--- src/rtl/stopwatch_ctrl.sv ---
// Stopwatch front panel: per-button debounce with press-edge detect, feeding
// a Moore FSM that sequences the counter's enable, clear and display hold.

module sw_debounce #(
    parameter int DEBOUNCE = 4
) (
    input  logic clk,
    input  logic rst,
    input  logic raw_i,
    output logic press_o
);
    localparam int CW = (DEBOUNCE < 2) ? 1 : $clog2(DEBOUNCE);

    logic [CW-1:0] cnt_q, cnt_d;
    logic          lvl_q, lvl_d;
    logic          lvl_dly_q;

    // Any edge agreeing with the accepted level restarts the qualification run.
    always_comb begin
        cnt_d = '0;
        lvl_d = lvl_q;
        if (raw_i != lvl_q) begin
            if (cnt_q == CW'(DEBOUNCE - 1)) lvl_d = raw_i;
            else                            cnt_d = cnt_q + CW'(1);
        end
    end

    always_ff @(posedge clk) begin
        if (rst) begin
            cnt_q     <= '0;
            lvl_q     <= 1'b0;
            lvl_dly_q <= 1'b0;
        end else begin
            cnt_q     <= cnt_d;
            lvl_q     <= lvl_d;
            lvl_dly_q <= lvl_q;
        end
    end

    assign press_o = lvl_q & ~lvl_dly_q;
endmodule

module stopwatch_ctrl #(
    parameter int DEBOUNCE  = 4,
    parameter int CLEAR_LEN = 2
) (
    input  logic       clk,
    input  logic       rst,
    input  logic       start_stop_btn,
    input  logic       lap_btn,
    input  logic       reset_btn,
    output logic       cnt_ena,
    output logic       cnt_clear,
    output logic       cnt_hold,
    output logic [2:0] state,
    output logic       running
);
    localparam int NUM_BTN = 3;
    localparam int BTN_RST = 0;
    localparam int BTN_SS  = 1;
    localparam int BTN_LAP = 2;
    localparam int CCW     = (CLEAR_LEN < 2) ? 1 : $clog2(CLEAR_LEN);

    typedef enum logic [2:0] {
        S_IDLE      = 3'd0,
        S_RUN       = 3'd1,
        S_PAUSE     = 3'd2,
        S_LAP       = 3'd3,
        S_LAP_PAUSE = 3'd4,
        S_CLEAR     = 3'd5
    } state_t;

    logic [NUM_BTN-1:0] btn_raw;
    logic [NUM_BTN-1:0] btn_press;

    assign btn_raw = {lap_btn, start_stop_btn, reset_btn};

    for (genvar b = 0; b < NUM_BTN; b++) begin : g_db
        sw_debounce #(.DEBOUNCE(DEBOUNCE)) u_db (
            .clk    (clk),
            .rst    (rst),
            .raw_i  (btn_raw[b]),
            .press_o(btn_press[b])
        );
    end

    state_t         state_q, state_d;
    logic [CCW-1:0] clr_cnt_q, clr_cnt_d;

    logic ev_rst, ev_ss, ev_lap;
    assign ev_rst = btn_press[BTN_RST];
    assign ev_ss  = btn_press[BTN_SS];
    assign ev_lap = btn_press[BTN_LAP];

    // Branch order inside each state encodes reset > start_stop > lap, and
    // only events legal in that state are tested, so lower ones can still win.
    always_comb begin
        state_d   = state_q;
        clr_cnt_d = '0;
        unique case (state_q)
            S_IDLE: begin
                if      (ev_rst) state_d = S_CLEAR;
                else if (ev_ss)  state_d = S_RUN;
            end
            S_RUN: begin
                if      (ev_ss)  state_d = S_PAUSE;
                else if (ev_lap) state_d = S_LAP;
            end
            S_PAUSE: begin
                if      (ev_rst) state_d = S_CLEAR;
                else if (ev_ss)  state_d = S_RUN;
            end
            S_LAP: begin
                if      (ev_ss)  state_d = S_LAP_PAUSE;
                else if (ev_lap) state_d = S_RUN;
            end
            S_LAP_PAUSE: begin
                if      (ev_rst) state_d = S_CLEAR;
                else if (ev_ss)  state_d = S_LAP;
                else if (ev_lap) state_d = S_PAUSE;
            end
            S_CLEAR: begin
                if (clr_cnt_q == CCW'(CLEAR_LEN - 1)) state_d = S_IDLE;
                else                                 clr_cnt_d = clr_cnt_q + CCW'(1);
            end
            default: state_d = S_IDLE;
        endcase
    end

    always_ff @(posedge clk) begin
        if (rst) begin
            state_q   <= S_IDLE;
            clr_cnt_q <= '0;
        end else begin
            state_q   <= state_d;
            clr_cnt_q <= clr_cnt_d;
        end
    end

    always_comb begin
        cnt_ena   = 1'b0;
        cnt_clear = 1'b0;
        cnt_hold  = 1'b0;
        unique case (state_q)
            S_RUN:       cnt_ena = 1'b1;
            S_LAP:       begin cnt_ena = 1'b1; cnt_hold = 1'b1; end
            S_LAP_PAUSE: cnt_hold = 1'b1;
            S_CLEAR:     cnt_clear = 1'b1;
            default:     ;
        endcase
    end

    assign state   = state_q;
    assign running = cnt_ena;
endmodule

--- config.mk ---
export PLATFORM = sky130hd
export DESIGN_NAME = stopwatch_ctrl
export DESIGN_NICKNAME = d
export VERILOG_FILES = /design/src/rtl/stopwatch_ctrl.sv
export SDC_FILE = /design/constraint.sdc
export NUM_CORES = 1
export LEC_CHECK = 0
export ABC_AREA = 1
export BUFFER_PORTS_ARGS = -buffer_cell sky130_fd_sc_hd__clkbuf_2
export CAP_MARGIN = 20
export CORE_MARGIN = 1.5
export CORE_UTILIZATION = 35
export DETAILED_ROUTE_END_ITERATION = 8
export HOLD_SLACK_MARGIN = 0.12
export PLACE_DENSITY = 0.62
export SLEW_MARGIN = 25
export SYNTH_ARGS = -nofsm -noshare
export SYNTH_HDL_FRONTEND = slang
export SYNTH_SLANG_ARGS = --single-unit
--- constraint.sdc ---
create_clock -name clk -period 1.1 [get_ports clk]
set_input_delay 0.055 -clock clk [delete_from_list [all_inputs] [get_ports clk]]
set_output_delay 0.055 -clock clk [all_outputs]
set_load 0.005 [all_outputs]
==> flow_summary_export.csv, run 1 <==
group,metric,value,unit
placed_design,io_buffers,11,
grt,antenna_found_initial,0,
routing,vias_per_cell,4.57,
placed_design,hpwl,977,um
yosys,avgSynthCellArea,7.47,um^2
sta,worst_slew_pin_slew,213,ps
routing,drt_wl_total,1.59,mm
critical_path,path_common_cell,"nor2_2",
sta,hold_viol,0,
power,power.leakage,0.526,nW
floorplanning,rows,16,
run_status,violations,"negative setup slack",
finish,drive_above_1_share,0.472,
finish,num_antenna_cells,0,
placed_design,placed_cells,140,
yosys,synth_compound_area_frac,0.136,
critical_path,worstSetupStartpointType,"flop",
sta,setup_tns,-470,ps
yosys,yosys-mux-area-fraction,0,
sta,rsz0062_at_grt,"yes",
placed_design,place_ws,-44.1,ps
finish,area_delta_synth_final,55.1,%
power,clock_power_share,0.198,
finish,fin_cells,154,
routing,firstDrtPassIters,4,
yosys,synth-adder-area-share,0.0524,
yosys,yosys.cell_count.top_type,"dfxtp_1",
critical_path,crit_slowest_cell,"dfxtp_4",
critical_path,critical_path_class,"flop to flop",
sta,drv_slew,0,
yosys,synth_top_family_by_area,"simple AND/OR/NAND/NOR gates",
clock_tree,root_buffer,"clkbuf_4",
clock_tree,clk_pin_slew_worst_paths,90,ps
clock_tree,cts_sinks,16,
yosys,synth-edff-count,0,
floorplanning,core,0.00194,mm^2
power,sw_frac_of_total,0.357,
clock_tree,clockBufferDepth,2,
routing,drcViolationCount,0,
run_status,status,"finished with violations",
yosys,netlist_area,717,um^2
yosys,synthesis.nets,104,
sta,holdWs,423,ps
yosys,synthXorXnorAreaFrac,0,
yosys,ys_types,18,
clock_tree,cts_tree,"yes",
routing,wl_per_cell,10.4,um
yosys,yosys-top-cells-count,"dfxtp_1 (16), inv_1 (14), nor2_1 (13)",
sta,period_minus_slack,1180,ps
floorplanning,fp.dieH,48.3,um
critical_path,crit_chain,"inv_6, buf_6, nand2_2, nor2_2, nor2_2, nand2_4, nor2_1, nor2_2",
critical_path,cpPeakStageDelay,410,ps
power,p_seq_frac,0.381,
yosys,yosys_warnings,0,
critical_path,critPathRequiredTime,1280,ps
power,total_power,1.93,mW
placed_design,place_congestion,0.966,
yosys,synth_top_flop_cell,"dfxtp_1",
yosys,syn_inst,96,
yosys,yosysTopAreaCell,"dfxtp_1",
placed_design,postPlaceCellArea,851,um^2
yosys,synth-seq-cells,16,
floorplanning,die_area,0.00233,mm^2
yosys,synth-simple-area-share,0.260,
yosys,yosysTopAreaCellShare,0.447,
grt,grt_max_degree,10,
sta,fin_crit_sh,1.07,
grt,grt_pass1_wl,2.23,mm
hold_path,min_path_type,"flop to flop",
clock_tree,numCtsBuffers,3,
clock_tree,cts_htree_levels,1,
floorplanning,start_util,0.369,
critical_path,cp-end-kind,"flop",
grt,grt_pass1_vias,569,
finish,nets,136,
yosys,synth.area.top_cells,"dfxtp_1 (45%), inv_1 (7.3%), nor2_1 (6.8%)",
routing,num_vias,704,
hold_path,hp-start,"g_db[2].u_db.cnt_q[0]",
clock_tree,clk_latency,280,ps
floorplanning,die_w,48.3,um
finish,finish.utilization,0.573,
power,p_switching,0.690,mW
critical_path,worstReg2RegStart,"state[2]",
power,intPower,1.24,mW
sta,setup_viol,7,
power,ir_drop,1.09,mV
hold_path,whs_path_depth,1,
finish,stdcell_area,0.00111,mm^2
critical_path,reg2reg_slack,-80,ps
sta,clock_skew,2.16,ps
hold_path,min_delay_worst_endpoint,"g_db[2].u_db.cnt_q[0]",
critical_path,worstReg2RegEnd,"state[0]",
power,p_comb_frac,0.421,
sta,slew_headroom,0.857,
yosys,async_reset_ff_frac,0,
critical_path,cp_max_fo,6,
grt,track_usage,0.142,
critical_path,worstPathArrival,1360,ps
flow_run,cap_violations,0,
critical_path,r2r_cells,8,
power,cellPowerDensity,1740,mW/mm^2
routing,antenna_left,0,
yosys,yosysSeqAreaShare,0.447,
sta,postLayoutSetupSlackWorst,-80.7,ps
grt,grt_overflow_total,0,
sta,fmax,847,MHz
finish,nFillCells,189,
floorplanning,ios,12,
routing,drt-initial-drc-count,10,
## power by group through the flow
stage | logic [mW] | registers, mW | clock network (mW)
after floorplan | 0.324 | 0.685 | 0
after global placement | 0.486 | 0.686 | 0
after detailed placement | 0.491 | 0.689 | 0
after CTS | 0.587 | 0.720 | 0.395
after global routing | 0.906 | 0.747 | 0.423
final | 0.813 | 0.737 | 0.383
## state kept, by name, summed over array words and instances, names as in the netlist
signal               flops
g_db.u_db.lvl_dly_q      3
clr_cnt_q                1
g_db.u_db.lvl_q          3
state                    3
g_db.u_db.cnt_q          6
## final cells by class
type	count	area, um^2	share of cell area
multi-input combinational	61	405	0.364
tap	27	33.8	0.0304
inverter	18	75.1	0.0675
clock buffer	4	36.3	0.0326
sequential	16	332	0.298
timing repair buffer	28	230	0.207
## layer usage
layer | wire length [um] | up-vias | global-route usage
met2 | 841 | 17 | 0.232
met3 | 54 | 0 | 0.0444
met1 | 698 | 321 | 0.169
met4 | 0 | 0 | 0.0649
li1 | - | 366 | -
met5 | 0 | - | 0
## critical path, delay by kind of cell, from the launching register on
kind | cells | cell delay (ps)
and+or+nand+nor | 6 | 500
buffers and inverters | 2 | 170
DFF | 1 | 410
## how the worst max path moves through the flow
stage / to / from / cells after the start / slack (ps)
4_1_cts: state[2] / state[2] / 8 / -70
3_3_place_gp: state[2] / state[2] / 7 / -40
6_report: state[0] / state[2] / 8 / -80
3_5_place_dp: state[2] / state[2] / 7 / -40
2_1_floorplan: state[0] / state[0] / 7 / 50
5_1_grt: state[0] / state[0] / 8 / -160
## placed cells by master, fill, tap and decap left out, types with 4 or more instances in the layout
cell,instances
a21oi_1,6
nor2_1,10
o21ai_0,5
dfxtp_1,13
nor2_2,8
nand2_1,8
dlygate4sd3_1,4
inv_1,12
buf_6,8
buf_4,8
nand2_2,6
clkbuf_2,7
## cell families (layout without fill, tap and decap cells)
logic type	Yosys count	after routing
compound gates	17	17
fa+ha+maj	3	3
flops	16	16
buf+inv	19	50
simple gates	41	41
## repair_timing
| item | in CTS | in global routing |
|---|---|---|
| gates resized for setup | 17 | 23 |
| endpoints found under the hold margin | 13 | 0 |
| pin swaps | 2 | 6 |
| hold buffers | 4 | 0 |
| setup endpoints to repair | 7 | 7 |
| setup buffers | 4 | 2 |
(Power assumes the default switching activity.)
==> run 2: changes to the inputs <==
Settings changed: CORE_UTILIZATION 35 to 43, PLACE_DENSITY 0.62 to 0.72.
==> run 2 against run 1 <==
Compared with the run above: the flow still finishes with violations (negative setup slack); total power fell by 11%; sequential share of layout area rose by 2.7 points; sequential cell count did not move; register-to-register slack improved by 30 ps; hold slack improved by 6.2 ps; global-route usage rose by 4.2 points; die area fell by 18%; final cell count fell by 7.8%; clock skew rose by 2.2 ps; via count fell by 0.14%; design area fell by 8.1%; critical path type is now flop to output pin; critical endpoint is now cnt_ena; largest cell class unchanged.
==> flow_summary_export.csv, run 2 (synthesis gave the netlist of run 1 again) <==
group,metric,value,unit
finish,layout_commonest_cell,"inv_1",
sta,slew_headroom,0.845,
routing,firstDrtPassIters,3,
placed_design,place_congestion,0.832,
grt,antenna_found_initial,0,
placed_design,io_buffers,11,
critical_path,crit_chain,"inv_4, nand3_2, buf_6, nand2_2, clkbuf_2",
finish,regArea,333,um^2
routing,drt_wl_total,1.54,mm
critical_path,reg2reg_slack,-50,ps
power,power.leakage,0.507,nW
floorplanning,die_w,43.8,um
grt,grt_max_degree,10,
critical_path,worstPathArrival,1100,ps
placed_design,place_ws,-40.0,ps
finish,largest_reg_flops,6,
hold_path,min_delay_worst_endpoint,"g_db[2].u_db.cnt_q[0]",
critical_path,critPathRequiredTime,1040,ps
grt,track_usage,0.184,
routing,drcViolationCount,0,
hold_path,min_path_type,"flop to flop",
clock_tree,root_buffer,"clkbuf_4",
power,cellPowerDensity,1690,mW/mm^2
sta,worst_slew_pin_slew,232,ps
critical_path,cp_max_fo,4,
clock_tree,cts_tree,"yes",
critical_path,critical_path_class,"flop to output pin",
grt,grt_pass1_wl,2.57,mm
finish,drive_above_1_share,0.389,
power,clock_power_share,0.219,
sta,hold_viol,0,
clock_tree,numCtsBuffers,3,
critical_path,cp.depth,5,
routing,wl_per_cell,10.8,um
clock_tree,cts_sinks,16,
grt,grt_pass1_vias,645,
finish,num_antenna_cells,0,
finish,finish.utilization,0.663,
sta,drv_slew,0,
power,ir_drop,0.961,mV
clock_tree,cts_htree_levels,1,
critical_path,crit_slowest_cell,"dfxtp_4",
power,intPower,1.15,mW
critical_path,worstReg2RegEnd,"state[1]",
finish,nets,135,
sta,postLayoutSetupSlackWorst,-54.3,ps
critical_path,worstReg2RegStart,"state[2]",
sta,fin_crit_sh,1.05,
sta,period_minus_slack,1150,ps
floorplanning,rows,14,
power,p_seq_frac,0.420,
sta,fmax,866,MHz
floorplanning,start_util,0.465,
routing,drt-initial-drc-count,4,
hold_path,whs_path_depth,1,
critical_path,r2r_cells,9,
power,sw_frac_of_total,0.334,
critical_path,cp-startpoint,"state[1]",
sta,rsz0062_at_grt,"yes",
clock_tree,clk_latency,280,ps
power,p_comb_frac,0.361,
finish,fin_cells,142,
power,p_switching,0.576,mW
clock_tree,clockBufferDepth,2,
sta,clock_skew,4.38,ps
finish,layout.cells.most_common_list,"inv_1 (14), nor2_1 (13), dfxtp_1 (12)",
grt,grt_overflow_total,0,
hold_path,hp-start,"g_db[2].u_db.cnt_q[0]",
floorplanning,fp.dieH,43.8,um
finish,nFillCells,127,
floorplanning,die_area,0.00192,mm^2
floorplanning,core,0.00154,mm^2
finish,regMostFlops,"g_db.u_db.cnt_q",
routing,num_vias,703,
placed_design,placed_cells,128,
run_status,violations,"negative setup slack",
critical_path,critical_path_buf_inv_count,3,
placed_design,hpwl,1.00,mm
flow_run,cap_violations,0,
run_status,status,"finished with violations",
clock_tree,clk_pin_slew_worst_paths,90,ps
floorplanning,ios,12,
sta,setup_viol,6,
critical_path,cp-end-kind,"output pin",
finish,multi_input_area,355,um^2
finish,area_delta_synth_final,42.6,%
critical_path,crit_family,"flip-flops",
critical_path,cpPeakStageDelay,380,ps
critical_path,worstSetupStartpointType,"flop",
routing,antenna_left,0,
routing,vias_per_cell,4.95,
## run 2: changes by cell type in the layout (fill, tap and decap cells not counted), moves of 2 or more
cell / previous run / this run
nand2_4: 2 / 0
clkbuf_2: 7 / 10
nor2_1: 10 / 13
nand3_1: 0 / 2
buf_6: 8 / 4
inv_2: 3 / 1
inv_1: 12 / 14
nand3_4: 3 / 1
o21ai_1: 0 / 2
nor2_2: 8 / 5
nand2_1: 8 / 11
## run 2: area by class of cell
cell class	instances	area share
sequential	16	0.326
clock buffer	4	0.0355
timing repair buffer	27	0.198
tap	16	0.0196
multi-input combinational	61	0.348
inverter	18	0.0734
## run 2: how the worst max path moves through the flow
| stage | endpoint | slack, ps |
|---|---|---|
| 2_1_floorplan | state[0] | 50 |
| 3_3_place_gp | state[1] | -40 |
| 3_5_place_dp | state[0] | -40 |
| 4_1_cts | state[0] | -50 |
| 5_1_grt | state[1] | -130 |
| 6_report | cnt_ena | -50 |
## run 2: power groups by stage
stage               combinational [mW]  sequential (mW)  clock, mW
floorplan                        0.324            0.685          0
global placement                 0.467            0.685          0
detailed placement               0.472            0.689          0
CTS                              0.576            0.691      0.392
global route                     0.691            0.729      0.422
finish                           0.622            0.724      0.378
## run 2: layer usage
layer / GRT usage / share of wire
met5: 0 / 0
met4: 0.127 / 0.037
met3: 0.0375 / 0.025
met2: 0.312 / 0.51
met1: 0.202 / 0.43
## run 2: what timing repair did
item	4_1_cts	5_1_grt
hold endpoints to repair	12	4
setup endpoints to repair	7	9
cloned	0	0
setup buffers	6	0
pin swaps	3	3
resized for setup	10	13
hold buffers	4	1
## run 2: stage by stage
step	total power, mW	cell area, um^2	TNS [ps]	hold WS (ps)
4_1_cts	1.66	975	-291	75.8
3_3_place_gp	1.15	830	-103	293
6_report	1.72	1020	-297	430
5_1_grt	1.84	1020	-757	457
2_1_floorplan	1.01	717	0	127
3_5_place_dp	1.16	830	-107	299
==> run 3: changes to the inputs <==
Settings changed: PLACE_DENSITY 0.72 to unset, PLACE_DENSITY_LB_ADDON set to 0.2.
==> run 3 against run 2 <==
Compared with the run above: the flow still finishes with violations (negative setup slack); design area increased by 6.2%; clock-buffer cell count down 1; critical path depth up 3; global-route usage is 1.4 points higher; core utilization rose by 4.1 points; non-clock buffer count increased by 3; sequential cell count did not move; critical path type is now flop to flop; critical endpoint is now state[2].
==> flow_summary_export.csv, run 3 (synthesis gave the netlist of run 1 again) <==
group,metric,value,unit
run_status,status,"finished with violations",
run_status,violations,"negative setup slack",
power,intPower,1.19,mW
finish,nFillCells,122,
routing,num_vias,732,
sta,clock_skew,1.07,ps
sta,worst_slew_pin_slew,230,ps
critical_path,worstSetupStartpointType,"flop",
routing,drt_wl_total,1.72,mm
critical_path,cp-end-kind,"flop",
placed_design,place_ws,-31.8,ps
finish,layout.cells.most_common_list,"inv_1 (14), dfxtp_1 (13), buf_4 (12)",
routing,antenna_left,0,
finish,area_delta_synth_final,51.5,%
power,p_comb_frac,0.458,
grt,grt_pass1_vias,702,
grt,grt_pass1_wl,2.79,mm
placed_design,postPlaceCellArea,852,um^2
placed_design,placed_cells,131,
placed_design,place_congestion,0.842,
power,p_switching,0.695,mW
power,sw_frac_of_total,0.369,
routing,drcViolationCount,0,
finish,fin_cells,144,
power,total_power,1.88,mW
routing,wl_per_cell,12.0,um
clock_tree,cts_sinks,16,
routing,drt-initial-drc-count,10,
placed_design,io_buffers,11,
finish,drive_above_1_share,0.484,
critical_path,critical_path_class,"flop to flop",
sta,drv_slew,0,
flow_run,cap_violations,0,
routing,firstDrtPassIters,4,
hold_path,min_path_type,"flop to flop",
sta,setup_viol,6,
sta,slew_headroom,0.846,
floorplanning,start_util,0.465,
sta,fmax,836,MHz
critical_path,path_common_cell,"nor2_2",
hold_path,min_delay_worst_endpoint,"g_db[0].u_db.cnt_q[0]",
floorplanning,die_w,43.8,um
finish,stdcell_area,0.00109,mm^2
sta,postLayoutSetupSlackWorst,-96.6,ps
grt,track_usage,0.198,
clock_tree,numCtsBuffers,3,
critical_path,worstPathArrival,1380,ps
critical_path,r2r_cells,8,
floorplanning,rows,14,
sta,period_minus_slack,1200,ps
placed_design,hpwl,1.01,mm
grt,antenna_found_initial,0,
floorplanning,fp.dieH,43.8,um
finish,layout_commonest_cell,"inv_1",
floorplanning,ios,12,
routing,vias_per_cell,5.08,
power,power.leakage,0.528,nW
clock_tree,cts_htree_levels,1,
floorplanning,core,0.00154,mm^2
finish,finish.utilization,0.705,
finish,nets,138,
sta,fin_crit_sh,1.09,
clock_tree,cts_tree,"yes",
grt,grt_max_degree,10,
hold_path,hp-start,"g_db[0].u_db.cnt_q[0]",
critical_path,cpPeakStageDelay,390,ps
clock_tree,clk_pin_slew_worst_paths,80,ps
critical_path,worstReg2RegStart,"state[2]",
power,clock_power_share,0.156,
finish,regMostFlops,"g_db.u_db.cnt_q",
critical_path,worstReg2RegEnd,"state[2]",
power,cellPowerDensity,1730,mW/mm^2
floorplanning,die_area,0.00192,mm^2
finish,largest_reg_flops,6,
sta,setup_tns,-367,ps
clock_tree,clockBufferDepth,2,
critical_path,crit_chain,"inv_6, buf_4, nand2_1, nor2_1, nor2_2, nand2_4, nor2_2, nor2_2",
clock_tree,root_buffer,"clkbuf_4",
sta,hold_viol,0,
critical_path,cp_max_fo,6,
critical_path,critPathRequiredTime,1280,ps
sta,rsz0062_at_grt,"yes",
sta,holdWs,428,ps
finish,num_antenna_cells,0,
hold_path,whs_path_depth,1,
power,ir_drop,1.02,mV
critical_path,crit_slowest_cell,"dfxtp_4",
power,p_seq_frac,0.387,
clock_tree,clk_latency,280,ps
critical_path,reg2reg_slack,-100,ps
grt,grt_overflow_total,0,
-- run 3: area by class of cell --
cell class	instances	area [um^2]	area share
Tap cell	16	20.0	0.0184
Inverter	18	75.1	0.0691
Timing Repair Buffer	30	231	0.213
Sequential cell	16	332	0.305
Multi-Input combinational cell	61	405	0.373
Clock buffer	3	22.5	0.0207
-- run 3: how the worst max path moves through the flow --
stage,start,to,slack [ps]
floorplan,state[0],state[0],50
global placement,state[1],state[2],-40
detailed placement,state[0],state[0],-30
CTS,state[1],cnt_ena,-60
global route,state[2],state[2],-170
finish,state[2],state[2],-100
-- run 3: power by group through the flow --
stage,combinational [mW],clock (mW),sequential (mW)
finish,0.862,0.293,0.728
global route,0.947,0.331,0.735
CTS,0.636,0.301,0.724
detailed placement,0.504,0,0.688
global placement,0.497,0,0.685
floorplan,0.324,0,0.685
-- run 3: critical path, delay by kind of cell, from the launching register on --
family,cells,cell delay [ps]
buffers and inverters,2,180
flip-flops,1,390
AND/OR/NAND/NOR,6,530
-- run 3: what timing repair did --
action | CTS | global route
hold buffers | 4 | 0
setup endpoints to repair | 7 | 7
pin swaps | 5 | 8
gates resized for setup | 22 | 14
hold endpoints to repair | 13 | 0
setup buffers | 4 | 3
-- run 3: per-layer routing --
| metal | GRT usage | part of all wire |
|---|---|---|
| met5 | 0 | 0 |
| met4 | 0.109 | 0.035 |
| met1 | 0.206 | 0.42 |
| met2 | 0.365 | 0.52 |
| met3 | 0.0375 | 0.027 |
